[src/rtl/demux32bit_1x2_buf_pkg.sv]
// Shared types for the buffered 1-to-2 steering block.
`ifndef DP_WIDTH
`define DP_WIDTH 32
`endif

package demux32bit_1x2_buf_pkg;

    typedef enum logic {
        DST_OUT0 = 1'b0,
        DST_OUT1 = 1'b1
    } dst_e;

    // Occupancy needs one bit more than the pointers to represent "full".
    function automatic int cnt_w(input int depth);
        return $clog2(depth) + 1;
    endfunction

endpackage

[src/rtl/demux32bit_1x2_buf_if.sv]
// Producer-side stream plus both consumer-side streams of the steering block.
interface demux32bit_1x2_buf_if
    import demux32bit_1x2_buf_pkg::*;
#(
    parameter int WIDTH = 32,
    parameter int DEPTH = 2
);
    localparam int CW = cnt_w(DEPTH);

    logic             in_valid;
    logic             in_ready;
    logic [WIDTH-1:0] in_data;
    logic             in_sel;
    logic             out0_valid;
    logic             out0_ready;
    logic [WIDTH-1:0] out0_data;
    logic             out1_valid;
    logic             out1_ready;
    logic [WIDTH-1:0] out1_data;
    logic [CW-1:0]    out0_count;
    logic [CW-1:0]    out1_count;

    modport master (
        output in_valid, in_data, in_sel, out0_ready, out1_ready,
        input  in_ready, out0_valid, out0_data, out1_valid, out1_data,
               out0_count, out1_count
    );

    modport slave (
        input  in_valid, in_data, in_sel, out0_ready, out1_ready,
        output in_ready, out0_valid, out0_data, out1_valid, out1_data,
               out0_count, out1_count
    );
endinterface

[src/rtl/demux32bit_1x2_buf_fifo_buf.sv]
// Purpose: flop-based FIFO buffering one output stream of the steering block.
// Latency: one cycle push-to-head; no bypass when empty.
// Backpressure: full refuses push even when a pop happens the same cycle.
module fifo_buf
    import demux32bit_1x2_buf_pkg::*;
#(
    parameter int WIDTH = 32,
    parameter int DEPTH = 2
)(
    input  logic                     clk,
    input  logic                     rst_n,
    input  logic                     push,
    input  logic [WIDTH-1:0]         data_in,
    output logic                     full,
    input  logic                     pop,
    output logic [WIDTH-1:0]         data_out,
    output logic                     empty,
    output logic [cnt_w(DEPTH)-1:0]  count
);
    localparam int PW = $clog2(DEPTH);
    localparam int CW = cnt_w(DEPTH);
    localparam logic [CW-1:0] FULL_CNT = CW'(DEPTH);

    logic [WIDTH-1:0] mem [DEPTH];
    logic [PW-1:0]    wr_ptr;
    logic [PW-1:0]    rd_ptr;
    logic             push_ok;
    logic             pop_ok;

    assign full     = (count == FULL_CNT);
    assign empty    = (count == '0);
    assign push_ok  = push & ~full;
    assign pop_ok   = pop & ~empty;
    assign data_out = mem[rd_ptr];

    always_ff @(posedge clk or negedge rst_n) begin
        if (!rst_n) begin
            wr_ptr <= '0;
            rd_ptr <= '0;
            count  <= '0;
            for (int i = 0; i < DEPTH; i++) mem[i] <= '0;
        end else begin
            if (push_ok) begin
                mem[wr_ptr] <= data_in;
                wr_ptr      <= wr_ptr + 1'b1;
            end
            if (pop_ok) rd_ptr <= rd_ptr + 1'b1;
            // Push and pop together leave occupancy unchanged.
            case ({push_ok, pop_ok})
                2'b10:   count <= count + 1'b1;
                2'b01:   count <= count - 1'b1;
                default: count <= count;
            endcase
        end
    end
endmodule

[src/rtl/demux32bit_1x2_buf.sv]
// Purpose: steer one valid/ready word stream into two independently buffered outputs.
// Latency: one cycle from input accept to the selected output head.
// Backpressure: in_ready reflects only the selected FIFO's registered fullness.
module demux32bit_1x2_buf
    import demux32bit_1x2_buf_pkg::*;
#(
    parameter int WIDTH = `DP_WIDTH,
    parameter int DEPTH = 2
)(
    input  logic                  clk,
    input  logic                  rst_n,
    demux32bit_1x2_buf_if.slave   bus
);
    dst_e dst;
    logic full0, full1;
    logic empty0, empty1;
    logic push0, push1;

    assign dst          = dst_e'(bus.in_sel);
    assign bus.in_ready = (dst == DST_OUT1) ? ~full1 : ~full0;
    assign push0        = bus.in_valid & bus.in_ready & (dst == DST_OUT0);
    assign push1        = bus.in_valid & bus.in_ready & (dst == DST_OUT1);
    assign bus.out0_valid = ~empty0;
    assign bus.out1_valid = ~empty1;

    fifo_buf #(.WIDTH(WIDTH), .DEPTH(DEPTH)) u_fifo0 (
        .clk      (clk),
        .rst_n    (rst_n),
        .push     (push0),
        .data_in  (bus.in_data),
        .full     (full0),
        .pop      (bus.out0_ready),
        .data_out (bus.out0_data),
        .empty    (empty0),
        .count    (bus.out0_count)
    );

    fifo_buf #(.WIDTH(WIDTH), .DEPTH(DEPTH)) u_fifo1 (
        .clk      (clk),
        .rst_n    (rst_n),
        .push     (push1),
        .data_in  (bus.in_data),
        .full     (full1),
        .pop      (bus.out1_ready),
        .data_out (bus.out1_data),
        .empty    (empty1),
        .count    (bus.out1_count)
    );
endmodule

[src/flat_wrapper.sv]
// flat-port wrapper written by rule: the top's interface ports become plain ports
module demux32bit_1x2_buf_flat import demux32bit_1x2_buf_pkg::*;
#(
    parameter int WIDTH = `DP_WIDTH,
    parameter int DEPTH = 2
)
  (clk, rst_n, bus_in_valid, bus_in_data, bus_in_sel, bus_out0_ready, bus_out1_ready, bus_in_ready, bus_out0_valid, bus_out0_data, bus_out1_valid, bus_out1_data, bus_out0_count, bus_out1_count);
  demux32bit_1x2_buf_if #(.WIDTH(WIDTH), .DEPTH(DEPTH)) bus_i ();
  input  logic clk;
  input  logic rst_n;
  input wire logic [$bits(bus_i.in_valid)-1:0] bus_in_valid;
  input wire logic [$bits(bus_i.in_data)-1:0] bus_in_data;
  input wire logic [$bits(bus_i.in_sel)-1:0] bus_in_sel;
  input wire logic [$bits(bus_i.out0_ready)-1:0] bus_out0_ready;
  input wire logic [$bits(bus_i.out1_ready)-1:0] bus_out1_ready;
  output wire logic [$bits(bus_i.in_ready)-1:0] bus_in_ready;
  output wire logic [$bits(bus_i.out0_valid)-1:0] bus_out0_valid;
  output wire logic [$bits(bus_i.out0_data)-1:0] bus_out0_data;
  output wire logic [$bits(bus_i.out1_valid)-1:0] bus_out1_valid;
  output wire logic [$bits(bus_i.out1_data)-1:0] bus_out1_data;
  output wire logic [$bits(bus_i.out0_count)-1:0] bus_out0_count;
  output wire logic [$bits(bus_i.out1_count)-1:0] bus_out1_count;
  assign bus_i.in_valid = bus_in_valid;
  assign bus_i.in_data = bus_in_data;
  assign bus_i.in_sel = bus_in_sel;
  assign bus_i.out0_ready = bus_out0_ready;
  assign bus_i.out1_ready = bus_out1_ready;
  assign bus_in_ready = bus_i.in_ready;
  assign bus_out0_valid = bus_i.out0_valid;
  assign bus_out0_data = bus_i.out0_data;
  assign bus_out1_valid = bus_i.out1_valid;
  assign bus_out1_data = bus_i.out1_data;
  assign bus_out0_count = bus_i.out0_count;
  assign bus_out1_count = bus_i.out1_count;
  demux32bit_1x2_buf #(.WIDTH(WIDTH), .DEPTH(DEPTH)) u_core (.clk(clk), .rst_n(rst_n), .bus(bus_i));
endmodule
[config.mk]
export PLATFORM = sky130hd
export DESIGN_NAME = demux32bit_1x2_buf_flat
export DESIGN_NICKNAME = d
export VERILOG_FILES = /design/src/rtl/demux32bit_1x2_buf_pkg.sv /design/src/rtl/demux32bit_1x2_buf_if.sv /design/src/rtl/demux32bit_1x2_buf_fifo_buf.sv /design/src/rtl/demux32bit_1x2_buf.sv /design/src/flat_wrapper.sv
export SDC_FILE = /design/constraint.sdc
export NUM_CORES = 1
export LEC_CHECK = 0
export ABC_AREA = 1
export BUFFER_PORTS_ARGS = -buffer_cell sky130_fd_sc_hd__buf_4
export CAP_MARGIN = 20
export CORE_MARGIN = 3
export CORE_UTILIZATION = 25
export CTS_CLUSTER_SIZE = 30
export DETAILED_ROUTE_END_ITERATION = 16
export PLACE_DENSITY = 0.46
export SETUP_SLACK_MARGIN = 0.3
export SLEW_MARGIN = 20
export SYNTH_ARGS = -nofsm -noshare
export SYNTH_HDL_FRONTEND = slang
export SYNTH_HIERARCHICAL = 1
export SYNTH_SLANG_ARGS = --single-unit
export TNS_END_PERCENT = 20
[constraint.sdc]
create_clock -name clk -period 4.85 [get_ports clk]
set_input_delay 0.485 -clock clk [delete_from_list [all_inputs] [get_ports clk]]
set_output_delay 0.485 -clock clk [all_outputs]
set_load 0.005 [all_outputs]
==> impl_results.md, run 1 <==
- Outcome: complete, no violations
- TritonCTS Buffers: 17
- Endpoint arrival time on the critical path: between 3 and 4 ns
- Largest net degree at the start of global routing: approximately 70
- Slew margin rel.: 0.409
- Placement-stage cell area: ~7500 um^2
- Setup TNS: 0 ns
- Top cells by area, synth: dfrtp_1 (51%), nand2_1 (27%), nand4_1 (12%), buf_2 (3.5%), buf_6 (1.7%)
- Port Buffers: 108
- Die Height: between 150 and 200 um
- LEAKAGE: between 4 and 5 nW
- Vias in the first global route: 5,711
- Actual slew at the worst max-slew pin: around 0.9 ns
- DP Worst Slack: 1.99 ns
- Synth top area share: 0.514
- Worst setup margin: 1.93 ns
- CTS resizes: 0
- Post-synthesis cell area: between 6000 and 7000 um^2
- # IOs: about 110
- FMAX: approximately 340 MHz
- Total Nets Final: roughly 960
- DR iter-0 viols: between 400 and 500
- Final wirelength: approximately 21,000 um
- Most common cell after layout, fill and taps aside: nand2_1
- Peak VDD IR: around 290 uV
- Mapped Nets: around 900
- Post-DR vias/cell: 4.66
- Setup violators final: 0
- Flop and latch count out of synthesis: between 100 and 150
- Crit share post-route: 0.602
- Later-pin clock latency in the skew report: 0.42 ns
- TritonCTS clock tree: done
- Gr ovfl total: 0
- Die Span X: roughly 170 um
- Area occupied by multi-input gates: roughly 2700 um^2
- Layout cells sized above 1: 0.176
- Most frequent cells in the layout: nand2_1 (472), dfrtp_1 (136), nand4_1 (130)
- Netlist cell types: 19
- Initial antenna violation count: 0
- Initial core utilization: 0.258
- Post-layout instance area: 8140 um^2
- PD cells: 702 nW/um^2
- # DRC: 0
- Post-synth top area cell: dfrtp_1
- Total track usage: 0.151
- HP Class: in2reg
- FILL cells: 2,763
- Core Util, Final: 0.318
- Max-cap viol count: 0
- Worst EP required: 5.16 ns
- Register area share after synthesis: 0.514
- Mean Syn Cell Area: approximately 7.8 um^2
- Synth Instances: roughly 850
- Synth Warn #: 6
- Row count: just under 60
- Critical path peak fanout: ~70
- Crit Path Class: reg2reg
- Full die area: between 20,000 and 30,000 um^2
- Unrepaired setup endpoints after global routing: no
- Final hold violations: 0
- Syn-to-layout area delta: 23.0%
- Setup Buffers After CTS: 0
- Total number of vias: 5,875
- First drt pass iteration count: 5
- Final-report max-slew violation count: 0
- CTS sink cnt: approximately 140
- Clock root buffer: clkbuf_16
- Routability cong.: between 0.7 and 0.8
- Minimum clock period: around 2.9 ns
- CP Capture Type: flop
- Clock transition at path regs: around 0.050 ns
- Clock skew: 0.0106 ns
- Antenna viol nets, final: 0
- Core box area: 25,600 um^2
- H-tree Lvls: 4
- First-pass GRT wire length: 33,600 um
- Longest Clk Path Bufs: 2
- Crit path launch type: flop
- FF/Latch Area: about 3400 um^2
- Number of diodes: 0
- Worst-case hold slack: roughly 0.33 ns
- Routed len/inst: around 17 um
- Final HPWL DP: 13,300 um
synth_stat cells (all sizes together):
cell type  number
dfrtp         136
clkbuf          6
nand4         130
xnor2           2
buf            62
nor2            2
nand2         475
ha              2
nand3           8
inv            23
clkinv          1
routing by layer:
layer / vias to the layer above / share of wire / track usage / routed length (um)
met3: 17 / 0.040 / 0.0308 / 854
li1: 2898 / - / - / -
met1: 2835 / 0.50 / 0.220 / 10600
met4: 0 / 0.011 / 0.0352 / 226
met5: - / 0 / 0 / 0
met2: 125 / 0.45 / 0.231 / 9660
logic make-up (layout without fill, tap and decap cells):
logic type | count (synthesis) | after routing | share of synthesized area
simple gates | 615 | 615 | 0.406
flops | 136 | 136 | 0.514
buf+inv | 92 | 176 | 0.0734
fa+ha+maj | 2 | 2 | 0.00378
xor+xnor | 2 | 2 | 0.00265
flip-flops by register name, summed over array words and instances, names as in the netlist:
name	count
u_core/u_fifo1/count	2
u_core/u_fifo0/count	2
u_core/u_fifo0/rd_ptr	1
u_core/u_fifo0/wr_ptr	1
u_core/u_fifo1/rd_ptr	1
u_core/u_fifo0/mem	64
u_core/u_fifo1/mem	64
u_core/u_fifo1/wr_ptr	1
timing repair:
item,4_1_cts,5_1_grt
endpoints found under the hold margin,18,0
setup endpoints to repair,0,0
hold buffers,1,0
path summary, 6_finish.rpt:
check                      slack (ns)  cells after the start                     from                 endpoint
max                              1.93                     13  u_core/u_fifo1/count[0]  u_core/u_fifo1/count[1]
max in group asynchronous        3.24                      3                    rst_n   u_core/u_fifo1/mem[47]
min reg2reg                      0.47                      2   u_core/u_fifo0/mem[63]   u_core/u_fifo0/mem[63]
min in group asynchronous        0.47                      2                    rst_n   u_core/u_fifo1/mem[33]
min                              0.33                      3           bus_out1_ready    u_core/u_fifo1/rd_ptr
max reg2reg                      1.93                     13  u_core/u_fifo1/count[0]  u_core/u_fifo1/count[1]
report_power, final:
part,total [mW],switching [mW],internal [mW]
combinational,2.49,1.54,0.944
clock,1.30,0.528,0.773
sequential,1.93,0.275,1.65
per-stage QoR:
stage          instances  total power, mW
3_3_place_gp        1228             4.45
5_1_grt             1261             6.20
3_5_place_dp        1228             4.48
6_report            1261             5.71
2_1_floorplan        847             3.40
4_1_cts             1261             5.81
critical path, stage by stage, from the launching register on:
cell	delay (ns)
dfrtp_1	0.42
inv_2	0.08
nand2_4	0.52
inv_1	0.09
inv_1	0.08
nand2_1	0.09
nor2_4	0.12
buf_4	0.58
nand2_1	0.16
ha_1	0.36
inv_1	0.08
nand3_1	0.07
nand2_1	0.06
nand2_1	0.04
final cells by class:
type,count,area share
clock inverter,14,0.0181
multi-input combinational,619,0.337
clock buffer,18,0.0540
timing repair buffer,120,0.111
sequential,136,0.418
tap,330,0.0507
inverter,24,0.0111
Note: power is estimated with default switching activity, not from simulation.
==> run 2: changes to the inputs <==
--- a/config.mk
+++ b/config.mk
@@ -5,14 +5,14 @@
 export SDC_FILE = /design/constraint.sdc
 export NUM_CORES = 1
 export LEC_CHECK = 0
-export ABC_AREA = 1
+export ABC_AREA = 0
 export BUFFER_PORTS_ARGS = -buffer_cell sky130_fd_sc_hd__buf_4
 export CAP_MARGIN = 20
 export CORE_MARGIN = 3
 export CORE_UTILIZATION = 25
 export CTS_CLUSTER_SIZE = 30
 export DETAILED_ROUTE_END_ITERATION = 16
-export PLACE_DENSITY = 0.46
+export PLACE_DENSITY = 0.48
 export SETUP_SLACK_MARGIN = 0.3
 export SLEW_MARGIN = 20
 export SYNTH_ARGS = -nofsm -noshare
==> constraint.sdc (replaced) <==
create_clock -name clk -period 2.4 [get_ports clk]
set_input_delay 0.24 -clock clk [delete_from_list [all_inputs] [get_ports clk]]
set_output_delay 0.24 -clock clk [all_outputs]
set_load 0.005 [all_outputs]
==> run 2 against run 1 <==
Count of clock-buffer cells in the layout unchanged. Total power up 100%. Synthesized area down 9.0%. Combinational power up 87%. Largest power group unchanged.
==> impl_results.md, run 2 <==
- Multiplexer share of the synthesized area: 0.361
- Switching Power: 3.35 mW
- Post-synth top area cell: dfrtp_1
- XOR/XNOR Fraction of Synth Area: 0.0145
- Longest Clk Path Bufs: 2
- Top cells by area, synth: dfrtp_1 (57%), mux2_2 (34%), mux2_1 (1.9%), buf_6 (1.7%), xnor2_1 (0.87%)
- Most frequent cells in the layout: mux2_2 (181), dfrtp_1 (134), buf_4 (113)
- FFs w/ async S/R, synth: 1.00
- Post-synthesis adder-cell area fraction: 0.00416
- Largest net degree at the start of global routing: 63
- Total Nets Final: roughly 540
- Row count: 56
- Antenna viol nets, final: 0
- Slew margin rel.: 0.599
- Synth Warn #: 6
- Worst setup margin: 0.337 ns
- FMAX: around 480 MHz
- TritonCTS Buffers: 17
- Flop and latch count out of synthesis: 136
- Actual slew at the worst max-slew pin: about 0.6 ns
- Layout cells sized above 1: 0.671
- Clk network pwr share: 0.226
- Initial core utilization: 0.256
- Area fraction in compound gates after synthesis: 0
- Setup Buffers After CTS: 0
- Minimum clock period: ~2.1 ns
- DP Worst Slack: approximately 0.37 ns
- Crit Path Class: reg2out
- Int Pwr: 8.06 mW
- Dominant register cell in the synthesized netlist: dfrtp_1
- Crit share post-route: 0.859
- Routed len/inst: about 16 um
- Switching share of total power: 0.294
- Core box area: about 24,000 um^2
- Main combinational cell family by area after synthesis: multiplexers
- Die Span X: approximately 160 um
- LEAKAGE: about 3.4 nW
- CP Capture Type: primary output
- Sequential share of power: 0.367
- Mean Syn Cell Area: approximately 16 um^2
- Final hold violations: 0
- Clock transition at path regs: about 0.060 ns
- Clock skew: around 0.010 ns
- Post-DR vias/cell: around 4.1
- Top flop regs: u_core/u_fifo0/mem: 64 flops, u_core/u_fifo1/mem: 64 flops
- Synth top area share: 0.565
- Later-pin clock latency in the skew report: a little over 0.4 ns
- Full die area: approximately 26,000 um^2
- Post-synthesis cell area: around 6000 um^2
- Routability cong.: just under 0.7
- Register area share after synthesis: 0.565
- Final wirelength: approximately 14,000 um
- # DRC: 0
- Final HPWL DP: between 9000 and 10,000 um
- PD cells: 1460 nW/um^2
- Total number of vias: 3,455
- Peak VDD IR: roughly 450 uV
- Outcome: complete, no violations
- # IOs: roughly 110
- Syn-to-layout area delta: 29.6%
- Crit path launch type: flop
- H-tree Lvls: 4
- Port Buffers: approximately 110
- Most common cell after layout, fill and taps aside: mux2_2
- Max-cap viol count: 0
- CTS sink cnt: 136
- Initial antenna violation count: 0
- First drt pass iteration count: 5
- Netlist cell types: 24
- Total track usage: 0.109
- Comb pwr share: 0.407
- First-pass GRT wire length: roughly 22,000 um
- DR iter-0 viols: 117
- Design Power: roughly 11 mW
- Clock root buffer: clkbuf_16
- Synth cell count leaders: mux2_2 (181), dfrtp_1 (136), mux2_1 (10)
- TritonCTS clock tree: done
- Endpoint arrival time on the critical path: 1.82 ns
- Worst EP required: 2.16 ns
- Gr ovfl total: 0
- Vias in the first global route: approximately 3.9k
- Unrepaired setup endpoints after global routing: yes
- HP Class: in2reg
- Simple-gate share of the synthesized area: 0.0216
- Die Height: ~160 um
- Number of diodes: 0
- Most common cell in the synthesized netlist: mux2_2
- Setup TNS: 0 ns
- Synth Instances: approximately 380
- Critical path peak fanout: 19
- Mapped Nets: between 400 and 500
- Final-report max-slew violation count: 0
- Setup violators final: 0
- Post-synth EDFFs: 0
==> run 2: area by class of cell <==
| class | count | area [um^2] |
|---|---|---|
| clock buffers | 18 | 439 |
| multi-input cells | 221 | 2420 |
| well taps | 319 | 399 |
| inverters | 4 | 15.0 |
| flip-flops and latches | 136 | 3410 |
| clock inverters | 14 | 149 |
| fillers | 2332 | 15700 |
| repair buffers | 121 | 972 |
==> run 2: path summary, 6_finish.rpt <==
kind                                               from  slack [ns]  cells past startpoint                     end
max in group asynchronous                         rst_n        1.28                      3  u_core/u_fifo0/mem[52]
worst max register to register  u_core/u_fifo1/count[0]        0.43                      6  u_core/u_fifo1/mem[33]
worst max-delay path              u_core/u_fifo0/rd_ptr        0.34                      3       bus_out0_data[21]
worst min-delay path                     bus_in_data[2]        0.08                      2  u_core/u_fifo1/mem[34]
worst min register to register   u_core/u_fifo1/mem[62]        0.48                      1  u_core/u_fifo1/mem[62]
min in group asynchronous                         rst_n        0.39                      2  u_core/u_fifo1/mem[30]
==> run 2: critical path, stage by stage (launching register included) <==
cell and delay [ns]:
dfrtp_2 0.65, buf_12 0.24, mux2_2 0.37, buf_4 0.14
==> run 2: routing by layer <==
metal	wire length (um)	GRT usage	vias up	part of all wire
met2	6780	0.182	72	0.49
met1	6180	0.134	1778	0.45
met4	111	0.0282	0	0.0081
li1	-	-	1598	-
met3	656	0.0390	7	0.048
met5	0	0	-	0
==> run 2: power by group through the flow <==
stage | Sequential (mW) | Combinational, mW | Clock (mW)
after floorplan | 3.91 | 2.86 | 0
after global placement | 4.16 | 4.68 | 0
after detailed placement | 4.24 | 4.76 | 0
after CTS | 4.21 | 4.79 | 2.68
after global routing | 4.36 | 5.08 | 2.79
final | 4.19 | 4.65 | 2.58
==> run 2: cell families (layout without fill, tap and decap cells) <==
group / count (synthesis) / after routing
flip-flops: 136 / 136
buffers and inverters: 26 / 157
multiplexers: 193 / 193
adder cells (fa/ha/maj): 2 / 2
XOR/XNOR: 10 / 10
AND/OR/NAND/NOR: 16 / 16
==> run 2: through the flow <==
stage / std cells / cell area (um^2) / hold slack [ns] / utilization
floorplan: 383 / 6020 / -0.0556 / -
detailed placement: 800 / 7190 / 0.275 / 0.306
global placement: 800 / 7190 / 0.264 / 0.306
finish: 833 / 7810 / 0.0811 / 0.332
global route: 833 / 7810 / 0.0615 / 0.332
CTS: 833 / 7790 / 0.0576 / 0.331
==> run 2: what timing repair did <==
action                     CTS  global route
hold buffers                 1             0
gates cloned                 0             0
gates resized for setup      1             3
hold endpoints to repair    60             0
setup endpoints to repair   34            82
==> run 3: changes to the inputs <==
--- a/config.mk
+++ b/config.mk
@@ -17,6 +17,5 @@
 export SLEW_MARGIN = 20
 export SYNTH_ARGS = -nofsm -noshare
 export SYNTH_HDL_FRONTEND = slang
-export SYNTH_HIERARCHICAL = 1
 export SYNTH_SLANG_ARGS = --single-unit
 export TNS_END_PERCENT = 20
==> run 3 against run 2 <==
Utilization about the same. Routed wire length shrank 1.6%. Global-route usage decreased by 0.083 points. Synthesized area up 0.19%. Cell area is 0.35% higher. Clock skew increased by 0.0011 ns. Die area is 0.18% higher. Non-clock buffer count down 1. Critical path type unchanged. Critical endpoint is now bus_out1_data[27]. Highest routed layer unchanged.
==> impl_results.md, run 3 <==
- Peak VDD IR: 464 uV
- Synth Instances: around 380
- Largest delay share family, worst path: flip-flops
- # DRC: 0
- Most common cell after layout, fill and taps aside: mux2_2
- Mapped Nets: between 400 and 500
- Row count: 56
- First drt pass iteration count: 5
- Initial antenna violation count: 0
- Clock skew: roughly 0.011 ns
- CP Capture Type: primary output
- PD cells: ~1500 nW/um^2
- Dominant register cell in the synthesized netlist: dfrtp_1
- Outcome: complete, no violations
- Die Height: between 150 and 200 um
- Total number of vias: approximately 3.5k
- Post-synthesis cell area: between 6000 and 7000 um^2
- Crit share post-route: 0.836
- Initial core utilization: 0.256
- Synth cell count leaders: mux2_2 (157), dfrtp_1 (136), mux2_4 (30)
- DR iter-0 viols: between 70 and 80
- Critical path peak fanout: 18
- # IOs: 109
- Number of diodes: 0
- Top flop regs: u_core.u_fifo0.mem: 64 flops, u_core.u_fifo1.mem: 64 flops
- Layout cells sized above 1: 0.674
- Final HPWL DP: approximately 9100 um
- Gr ovfl total: 0
- Core box area: between 20,000 and 25,000 um^2
- CTS sink cnt: 136
- Final wirelength: roughly 14,000 um
- Worst EP required: around 2.2 ns
- Synth top area share: 0.564
- Setup TNS: 0 ns
- Clock transition at path regs: 0.07 ns
- Non-Filler Instances: slightly above 800
- Mean Syn Cell Area: approximately 16 um^2
- Longest Clk Path Bufs: 2
- Most common cell in the synthesized netlist: mux2_2
- Clock root buffer: clkbuf_16
- Top cells by area, synth: dfrtp_1 (56%), mux2_2 (29%), mux2_4 (7.5%), mux2_1 (0.93%), xnor2_1 (0.87%)
- Crit-path cells: buf_12 -> mux2_2 -> buf_4
- Post-synth EDFFs: 0
- Placed instance count: 798
- Vias in the first global route: 3,757
- Design Power: ~11 mW
- Syn-to-layout area delta: 29.9%
- Port Buffers: between 100 and 150
- Slew margin rel.: 0.497
- Total Nets Final: ~540
- Register area share after synthesis: 0.564
- Minimum clock period: 2.01 ns
- Crit path buffers/inverters: 2
- Die Span X: about 160 um
- TritonCTS clock tree: done
- Largest net degree at the start of global routing: 60
- HP Class: in2reg
- Max-cap viol count: 0
- Final hold violations: 0
- Full die area: around 26,000 um^2
- Setup violators final: 0
- Post-DR vias/cell: between 4 and 5
- CP max stage delay: between 0.6 and 0.7 ns
- Setup Buffers After CTS: 0
- Endpoint arrival time on the critical path: 1.77 ns
- Flop and latch count out of synthesis: ~140
- Total track usage: 0.108
- FF/Latch Area: 3410 um^2
- Area occupied by multi-input gates: 2520 um^2
- Netlist cell types: 21
- Antenna viol nets, final: 0
- Final-report max-slew violation count: 0
- Actual slew at the worst max-slew pin: about 0.75 ns
- Post-synth top area cell: dfrtp_1
- Slowest CP cell: dfrtp_4
- Slack of the worst reg-to-reg path: roughly 0.45 ns
- H-tree Lvls: 4
- Unrepaired setup endpoints after global routing: no
- Crit path launch type: flop
- Most frequent cells in the layout: mux2_2 (157), dfrtp_1 (134), buf_4 (115)
- LEAKAGE: 3.50 nW
- Synth Warn #: 0
- Later-pin clock latency in the skew report: 0.42 ns
- FILL cells: between 2k and 2.5k
- Crit Path Class: reg2out
- FFs w/ async S/R, synth: 1.00
- Routed len/inst: 16.2 um
- FMAX: 498 MHz
- First-pass GRT wire length: roughly 22,000 um
- TritonCTS Buffers: 17
- Routability cong.: about 0.7
-- run 3: cell types whose count changed after synthesis, moves of 3 or more --
cell and change:
buf_2 +7, mux2_1 -5, buf_6 -5, mux2_2 -24, mux2_4 +29, clkbuf_8 -3
nand2b_1 +4
-- run 3: final timing paths --
check                                         end  depth (start not counted)               startpoint
min                        u_core.u_fifo0.mem[37]                          2           bus_in_data[5]
max reg2reg                 u_core.u_fifo0.mem[1]                          3  u_core.u_fifo0.count[0]
max in group asynchronous   u_core.u_fifo1.mem[2]                          3                    rst_n
max                             bus_out1_data[27]                          3    u_core.u_fifo1.rd_ptr
min reg2reg                u_core.u_fifo0.mem[52]                          1   u_core.u_fifo0.mem[52]
min in group asynchronous   u_core.u_fifo1.mem[5]                          2                    rst_n
-- run 3: final cells by class --
type                    count  area share
clock buffers              17      0.0543
flip-flops and latches    136       0.435
well taps                 319      0.0509
clock inverters            15      0.0166
repair buffers            120       0.121
multi-input cells         224       0.322
-- run 3: metal layers --
layer,track usage,up-vias,share of wire
met5,0,-,0
met4,0.0329,0,0.0093
met3,0.0331,9,0.043
met2,0.175,69,0.49
met1,0.139,1780,0.46
li1,-,1605,-
-- run 3: cells by family (layout without fill, tap and decap cells) --
kind of cell | Yosys count | count (layout) | share of synthesized area
XOR/XNOR | 10 | 10 | 0.0145
adder cells (fa/ha/maj) | 2 | 2 | 0.00415
AO/OA/AOI/OAI | 1 | 1 | 0.000829
buffers and inverters | 21 | 152 | 0.0199
multiplexers | 192 | 192 | 0.377
AND/OR/NAND/NOR | 19 | 19 | 0.0195
flip-flops | 136 | 136 | 0.564
-- run 3: what timing repair did --
| item | 4_1_cts | 5_1_grt |
|---|---|---|
| hold endpoints to repair | 56 | 0 |
| hold buffers | 1 | 0 |
| resized for setup | 1 | 1 |
| endpoints found under the setup margin | 28 | 15 |
-- run 3: power breakdown --
group | switching, mW | internal (mW)
Sequential | 0.723 | 3.48
Clock | 1.04 | 1.43
Combinational | 1.59 | 3.15
-- run 3: per-stage QoR --
stage / instance area [um^2] / setup WS, ns / utilization / hold WS [ns]
after global routing: 7840 / 0.320 / 0.332 / 0.0513
after detailed placement: 7260 / 0.400 / 0.308 / 0.257
after global placement: 7260 / 0.457 / 0.308 / 0.247
final: 7840 / 0.394 / 0.332 / 0.0694
after floorplan: 6030 / 0.767 / - / -0.0556
after CTS: 7830 / 0.269 / 0.332 / 0.0462
